`config.mk`:
```
export PLATFORM = sky130hd
export DESIGN_NAME = serial_adder_seq_flat
export DESIGN_NICKNAME = d
export VERILOG_FILES = /design/src/rtl/serial_adder_seq_if.sv /design/src/rtl/serial_adder_seq.sv /design/src/flat_wrapper.sv
export SDC_FILE = /design/constraint.sdc
export NUM_CORES = 1
export LEC_CHECK = 0
export CORE_MARGIN = 2
export CORE_UTILIZATION = 29
export CTS_CLUSTER_SIZE = 30
export DETAILED_ROUTE_END_ITERATION = 6
export SETUP_SLACK_MARGIN = 0.3
export SLEW_MARGIN = 20
export SYNTH_ARGS = -nofsm -noshare
export SYNTH_HDL_FRONTEND = slang
export SYNTH_SLANG_ARGS = --single-unit
```
`constraint.sdc`:
```
create_clock -name clk -period 2.5 [get_ports clk]
set_input_delay 0.5 -clock clk [delete_from_list [all_inputs] [get_ports clk]]
set_output_delay 0.5 -clock clk [all_outputs]
set_load 0.03 [all_outputs]
```
`src/rtl/serial_adder_seq_if.sv`:
```
// Operand/result handshake bundle for serial_adder_seq.
// in_sub is present only when SERIAL_ADDER_SUB_EN is defined.
interface serial_adder_seq_if #(
    parameter int WIDTH = 8
);
    logic             in_valid;
    logic             in_ready;
    logic [WIDTH-1:0] in_a;
    logic [WIDTH-1:0] in_b;
    logic             in_cin;
`ifdef SERIAL_ADDER_SUB_EN
    logic             in_sub;
`endif
    logic             out_valid;
    logic             out_ready;
    logic [WIDTH-1:0] out_sum;
    logic             out_cout;

    modport master (
`ifdef SERIAL_ADDER_SUB_EN
        output in_sub,
`endif
        output in_valid, in_a, in_b, in_cin, out_ready,
        input  in_ready, out_valid, out_sum, out_cout
    );

    modport slave (
`ifdef SERIAL_ADDER_SUB_EN
        input  in_sub,
`endif
        input  in_valid, in_a, in_b, in_cin, out_ready,
        output in_ready, out_valid, out_sum, out_cout
    );
endinterface

```
`src/rtl/serial_adder_seq.sv`:
```
// Bit-serial WIDTH-bit adder built around one hard 1-bit adder cell.
// Define SERIAL_ADDER_SUB_EN to add the in_sub (A-B) operation.

// Behavioural stand-in for the hard full-adder primitive.
module adder (
    input  logic a,
    input  logic b,
    input  logic cin,
    output logic sumout,
    output logic cout
);
    assign sumout = a ^ b ^ cin;
    assign cout   = (a & b) | (cin & (a ^ b));
endmodule

// state | meaning
// IDLE  | waiting for operands, in_ready=1
// RUN   | one operand bit per cycle through the adder cell
// DONE  | result held on out_sum/out_cout until out_ready
module serial_adder_seq #(
    parameter int WIDTH = 8
) (
    input  logic               clk,
    input  logic               rst_n,
    serial_adder_seq_if.slave  bus
);
    localparam int CW = (WIDTH > 1) ? $clog2(WIDTH) : 1;
    localparam logic [CW-1:0] CNT_LAST = CW'(WIDTH - 1);

    typedef enum logic [1:0] {IDLE, RUN, DONE} state_t;

    state_t           state, state_nxt;
    logic [WIDTH-1:0] a_sh, b_sh, s_reg;
    logic [WIDTH-1:0] b_load;
    logic             carry, carry_load;
    logic [CW-1:0]    cnt;
    logic             add_sum, add_cout;
    logic             in_ready_c, accept;

    adder u_adder (
        .a      (a_sh[0]),
        .b      (b_sh[0]),
        .cin    (carry),
        .sumout (add_sum),
        .cout   (add_cout)
    );

`ifdef SERIAL_ADDER_SUB_EN
    // A-B computed as A + ~B + 1; in_cin has no meaning for subtract.
    assign b_load     = bus.in_sub ? ~bus.in_b : bus.in_b;
    assign carry_load = bus.in_sub ? 1'b1 : bus.in_cin;
`else
    assign b_load     = bus.in_b;
    assign carry_load = bus.in_cin;
`endif

    assign accept = in_ready_c & bus.in_valid;

    always_ff @(posedge clk or negedge rst_n) begin
        if (!rst_n) state <= IDLE;
        else        state <= state_nxt;
    end

    always_comb begin
        state_nxt  = state;
        in_ready_c = 1'b0;
        case (state)
            IDLE: begin
                in_ready_c = 1'b1;
                if (bus.in_valid) state_nxt = RUN;
            end
            RUN: begin
                if (cnt == CNT_LAST) state_nxt = DONE;
            end
            DONE: begin
                if (bus.out_ready) state_nxt = IDLE;
            end
            default: state_nxt = IDLE;
        endcase
    end

    always_ff @(posedge clk or negedge rst_n) begin
        if (!rst_n) begin
            a_sh  <= '0;
            b_sh  <= '0;
            s_reg <= '0;
            carry <= 1'b0;
            cnt   <= '0;
        end else if (accept) begin
            a_sh  <= bus.in_a;
            b_sh  <= b_load;
            s_reg <= '0;
            carry <= carry_load;
            cnt   <= '0;
        end else if (state == RUN) begin
            // Sum bits enter at the MSB so bit 0 lands at index 0 after WIDTH shifts.
            s_reg <= {add_sum, s_reg[WIDTH-1:1]};
            carry <= add_cout;
            a_sh  <= a_sh >> 1;
            b_sh  <= b_sh >> 1;
            if (cnt != CNT_LAST) cnt <= cnt + CW'(1);
        end
    end

    assign bus.in_ready  = in_ready_c;
    assign bus.out_valid = (state == DONE);
    assign bus.out_sum   = s_reg;
    assign bus.out_cout  = carry;
endmodule

```
`src/flat_wrapper.sv`:
```
// flat-port wrapper written by rule: the top's interface ports become plain ports
module serial_adder_seq_flat 
#(
    parameter int WIDTH = 8
)
  (clk, rst_n, bus_in_valid, bus_in_a, bus_in_b, bus_in_cin, bus_out_ready, bus_in_ready, bus_out_valid, bus_out_sum, bus_out_cout);
  serial_adder_seq_if #(.WIDTH(WIDTH)) bus_i ();
  input  logic clk;
  input  logic rst_n;
  input wire logic [$bits(bus_i.in_valid)-1:0] bus_in_valid;
  input wire logic [$bits(bus_i.in_a)-1:0] bus_in_a;
  input wire logic [$bits(bus_i.in_b)-1:0] bus_in_b;
  input wire logic [$bits(bus_i.in_cin)-1:0] bus_in_cin;
  input wire logic [$bits(bus_i.out_ready)-1:0] bus_out_ready;
  output wire logic [$bits(bus_i.in_ready)-1:0] bus_in_ready;
  output wire logic [$bits(bus_i.out_valid)-1:0] bus_out_valid;
  output wire logic [$bits(bus_i.out_sum)-1:0] bus_out_sum;
  output wire logic [$bits(bus_i.out_cout)-1:0] bus_out_cout;
  assign bus_i.in_valid = bus_in_valid;
  assign bus_i.in_a = bus_in_a;
  assign bus_i.in_b = bus_in_b;
  assign bus_i.in_cin = bus_in_cin;
  assign bus_i.out_ready = bus_out_ready;
  assign bus_in_ready = bus_i.in_ready;
  assign bus_out_valid = bus_i.out_valid;
  assign bus_out_sum = bus_i.out_sum;
  assign bus_out_cout = bus_i.out_cout;
  serial_adder_seq #(.WIDTH(WIDTH)) u_core (.clk(clk), .rst_n(rst_n), .bus(bus_i));
endmodule
```
==> impl_metrics.json <==
{
  "status": "finished clean",
  "r2r-start": "u_core.state[0]",
  "synth.largest_area_cell": "sky130_fd_sc_hd__dfrtp_1",
  "finalHoldViolations": 0,
  "cp_cell_sequence": "nor2_1 > dlygate4sd2_1",
  "num_rows": 25,
  "worstHoldEndpoint": "u_core.a_sh[7]",
  "grt_pass1_wl_mm": 5.93,
  "slew_viol_final": 0,
  "input_output_buffers": 31,
  "grt_pass1_vias": 1201,
  "reg2reg_setup_slack_ns": 0.99,
  "worst_reg2reg_endpoint": "u_core.bus.out_sum[6]",
  "number_of_warnings_printed_during_yosys_synthesis": 0,
  "fp.coreArea_um2": 4720,
  "finalNetCount": 185,
  "drc": 0,
  "crit_buf_inv": 1,
  "p_leak_nw": 0.773,
  "cts.sink_count": 30,
  "route.antenna.remaining_nets": 0,
  "synth_top_area_share_pct": 52.9,
  "die_height_um": 73.9,
  "postSynthCellCount": 130,
  "die_w_um": 73.9,
  "antenna_cells_inserted": 0,
  "syn-mean-instance-area_um2": 10.9,
  "grt_setup_unrepaired": "no",
  "worst_path_largest_cell_delay_ns": 0.52,
  "powerDensity_nw_per_um2": 1230,
  "layout.cells.non_filler": 229,
  "cts_inserted_buffers": 5,
  "cp_max_fo": 12,
  "drt-pass1-iter-count": 4,
  "sum_of_overflow_across_all_layers_after_global_routing": 0,
  "timing.critical_path.arrival_ns": 1.46,
  "clock_insertion_delay_worst_skew_ns": 0.28,
  "placedInstanceArea_um2": 1740,
  "post_drt_wl_per_cell_um": 14.8,
  "timing_worst_slew_pin_value_ns": 0.664,
  "required_time_reported_for_the_critical_path_endpoint_ns": 2.00,
  "ys_top_cells_by_area": "sky130_fd_sc_hd__dfrtp_1, sky130_fd_sc_hd__o22ai_1, sky130_fd_sc_hd__a21oi_1",
  "setup.worst_path.start_class": "flop",
  "worstHoldPathCells": 2,
  "slew_headroom_pct": 55.7,
  "cts_root_buffer": "sky130_fd_sc_hd__clkbuf_8",
  "die-area_um2": 5470,
  "cts_tree": "built",
  "finalClockSkew_ns": 0.00304,
  "ff2ff_path_depth": 2,
  "dp.cells": 221,
  "floorplan.initialDensity_pct": 30.0,
  "p_total_mw": 2.25,
  "mappedNetlistNets": 154,
  "critical-path-top-delay-family": "flip-flops",
  "cts.clk_slew.worst_paths_ns": 0.06,
  "max_clock_freq_mhz": 511,
  "fin_setup_tns_ns": 0,
  "hold_path.startpoint": "u_core.a_sh[7]",
  "period_minus_slack_ns": 1.96,
  "detail_route.wirelength_mm": 3.38,
  "yosys_register_bits": 30,
  "vias_post_dr": 1153,
  "area.growth.synth_to_final_pct": 29.5,
  "antenna_found_initial": 0,
  "maximum_number_of_pins_on_one_net_before_global_route_repair": 31,
  "grt_usage_pct": 14.4,
  "place_congestion": 0.785,
  "dr.first_iter.drc_count": 56,
  "detailed_place_hpwl_mm": 2.36,
  "power.ir.vdd_worst_uv": 549,
  "most-common-layout-cells": "sky130_fd_sc_hd__clkdlybuf4s50_1, sky130_fd_sc_hd__dfrtp_1, sky130_fd_sc_hd__o22ai_1, sky130_fd_sc_hd__a21oi_1, sky130_fd_sc_hd__nand2_1",
  "synth_cell_type_count": 25,
  "syn-cell-area_um2": 1420,
  "timing.hold.worst.class": "reg2reg",
  "num-fill-cells": 453,
  "finalCritPeriodShare_pct": 78.3,
  "post_cts_hold_buffer_count": 0,
  "cts-root-to-sink-buffers": 2,
  "top_level_ports": 32,
  "drive_above_1_share_pct": 10.5,
  "slowest_stage": "sky130_fd_sc_hd__dfrtp_1",
  "yosysSeqAreaShare_pct": 52.9,
  "fin_area_um2": 1840,
  "htree_num_levels": 2,
  "worstSetupPathType": "reg2out",
  "finalSetupViolCount": 0,
  "whs_ns": 0.491,
  "vias_per_cell": 5.03,
  "cap_violations": 0,
  "critPathCaptureType": "output pin"
}
[stage by stage]
stage               worst slack [ns]  util (%)
finish                         0.543      38.9
CTS                            0.344      38.8
detailed placement             0.534      36.9
global placement               0.563      36.9
global route                   0.445      38.9
floorplan                      0.905         -
[synthesized netlist by cell type, drive strengths merged]
library cell  number
nand2b             3
nand3b             2
dfrtp             30
nor2               5
fa                 1
a22o               7
nor3               1
o21bai             1
a22oi              2
buf               10
a221oi             1
o21ai              6
ha                 2
o221a              2
or3                1
a21oi             14
o22ai             24
nand2              8
nor2b              1
inv                6
o31ai              3
[power breakdown]
part	total, mW	internal, mW	switching, mW
combinational	0.946	0.424	0.522
sequential	0.909	0.707	0.201
clock	0.396	0.222	0.175
[worst register-to-register path, cell delays in order, from the launching register on]
cell and delay [ns]:
sky130_fd_sc_hd__dfrtp_1 0.59, sky130_fd_sc_hd__nor2b_1 0.61, sky130_fd_sc_hd__a22o_1 0.25
[final cells by class]
type                       count  area, um^2  share of cell area [%]
clock buffer                   7        86.3                    4.70
clock inverter                 1        5.00                   0.272
inverter                       6        22.5                    1.23
multi-input combinational     84         553                    30.1
sequential                    30         752                    40.9
tap                           67        83.8                    4.56
timing repair buffer          34         334                    18.2
[kinds of logic (layout without fill, tap and decap cells)]
logic type	count (synthesis)	count (layout)	share of synthesized area, %
simple gates	21	21	7.76
flops	30	30	52.9
buf+inv	16	48	8.11
compound gates	60	60	28.0
fa+ha+maj	3	3	3.17
[registers in the layout, indices dropped and copies added, names as in the netlist]
| name | flops |
|---|---|
| u_core.bus.out_cout | 1 |
| u_core.bus.out_sum | 8 |
| u_core.state | 2 |
| u_core.b_sh | 8 |
| u_core.a_sh | 8 |
| u_core.cnt | 3 |
[worst max-delay path by stage]
stage	slack, ns	depth (start not counted)	to	start
global placement	0.56	4	u_core.bus.out_cout	bus_in_valid
floorplan	0.91	4	bus_out_valid	u_core.state[1]
CTS	0.34	2	bus_out_valid	u_core.state[0]
finish	0.54	2	bus_in_ready	u_core.state[0]
global route	0.44	2	bus_in_ready	u_core.state[0]
detailed placement	0.53	4	u_core.bus.out_cout	bus_in_valid
[per-layer routing]
layer | wire length (um) | vias up | GRT usage, %
met5 | 0 | - | 0
met3 | 134 | 4 | 3.39
met4 | 48 | 0 | 6.06
met2 | 1580 | 39 | 20.6
met1 | 1620 | 560 | 20.8
li1 | - | 550 | -
[repair_timing]
| item | 4_1_cts | 5_1_grt |
|---|---|---|
| gates resized for setup | 2 | 1 |
| endpoints found under the hold margin | 0 | 0 |
| buffers inserted | 0 | 0 |
| setup endpoints to repair | 2 | 1 |
| pin swaps | 0 | 0 |
Note: power is estimated with default switching activity, not from simulation.
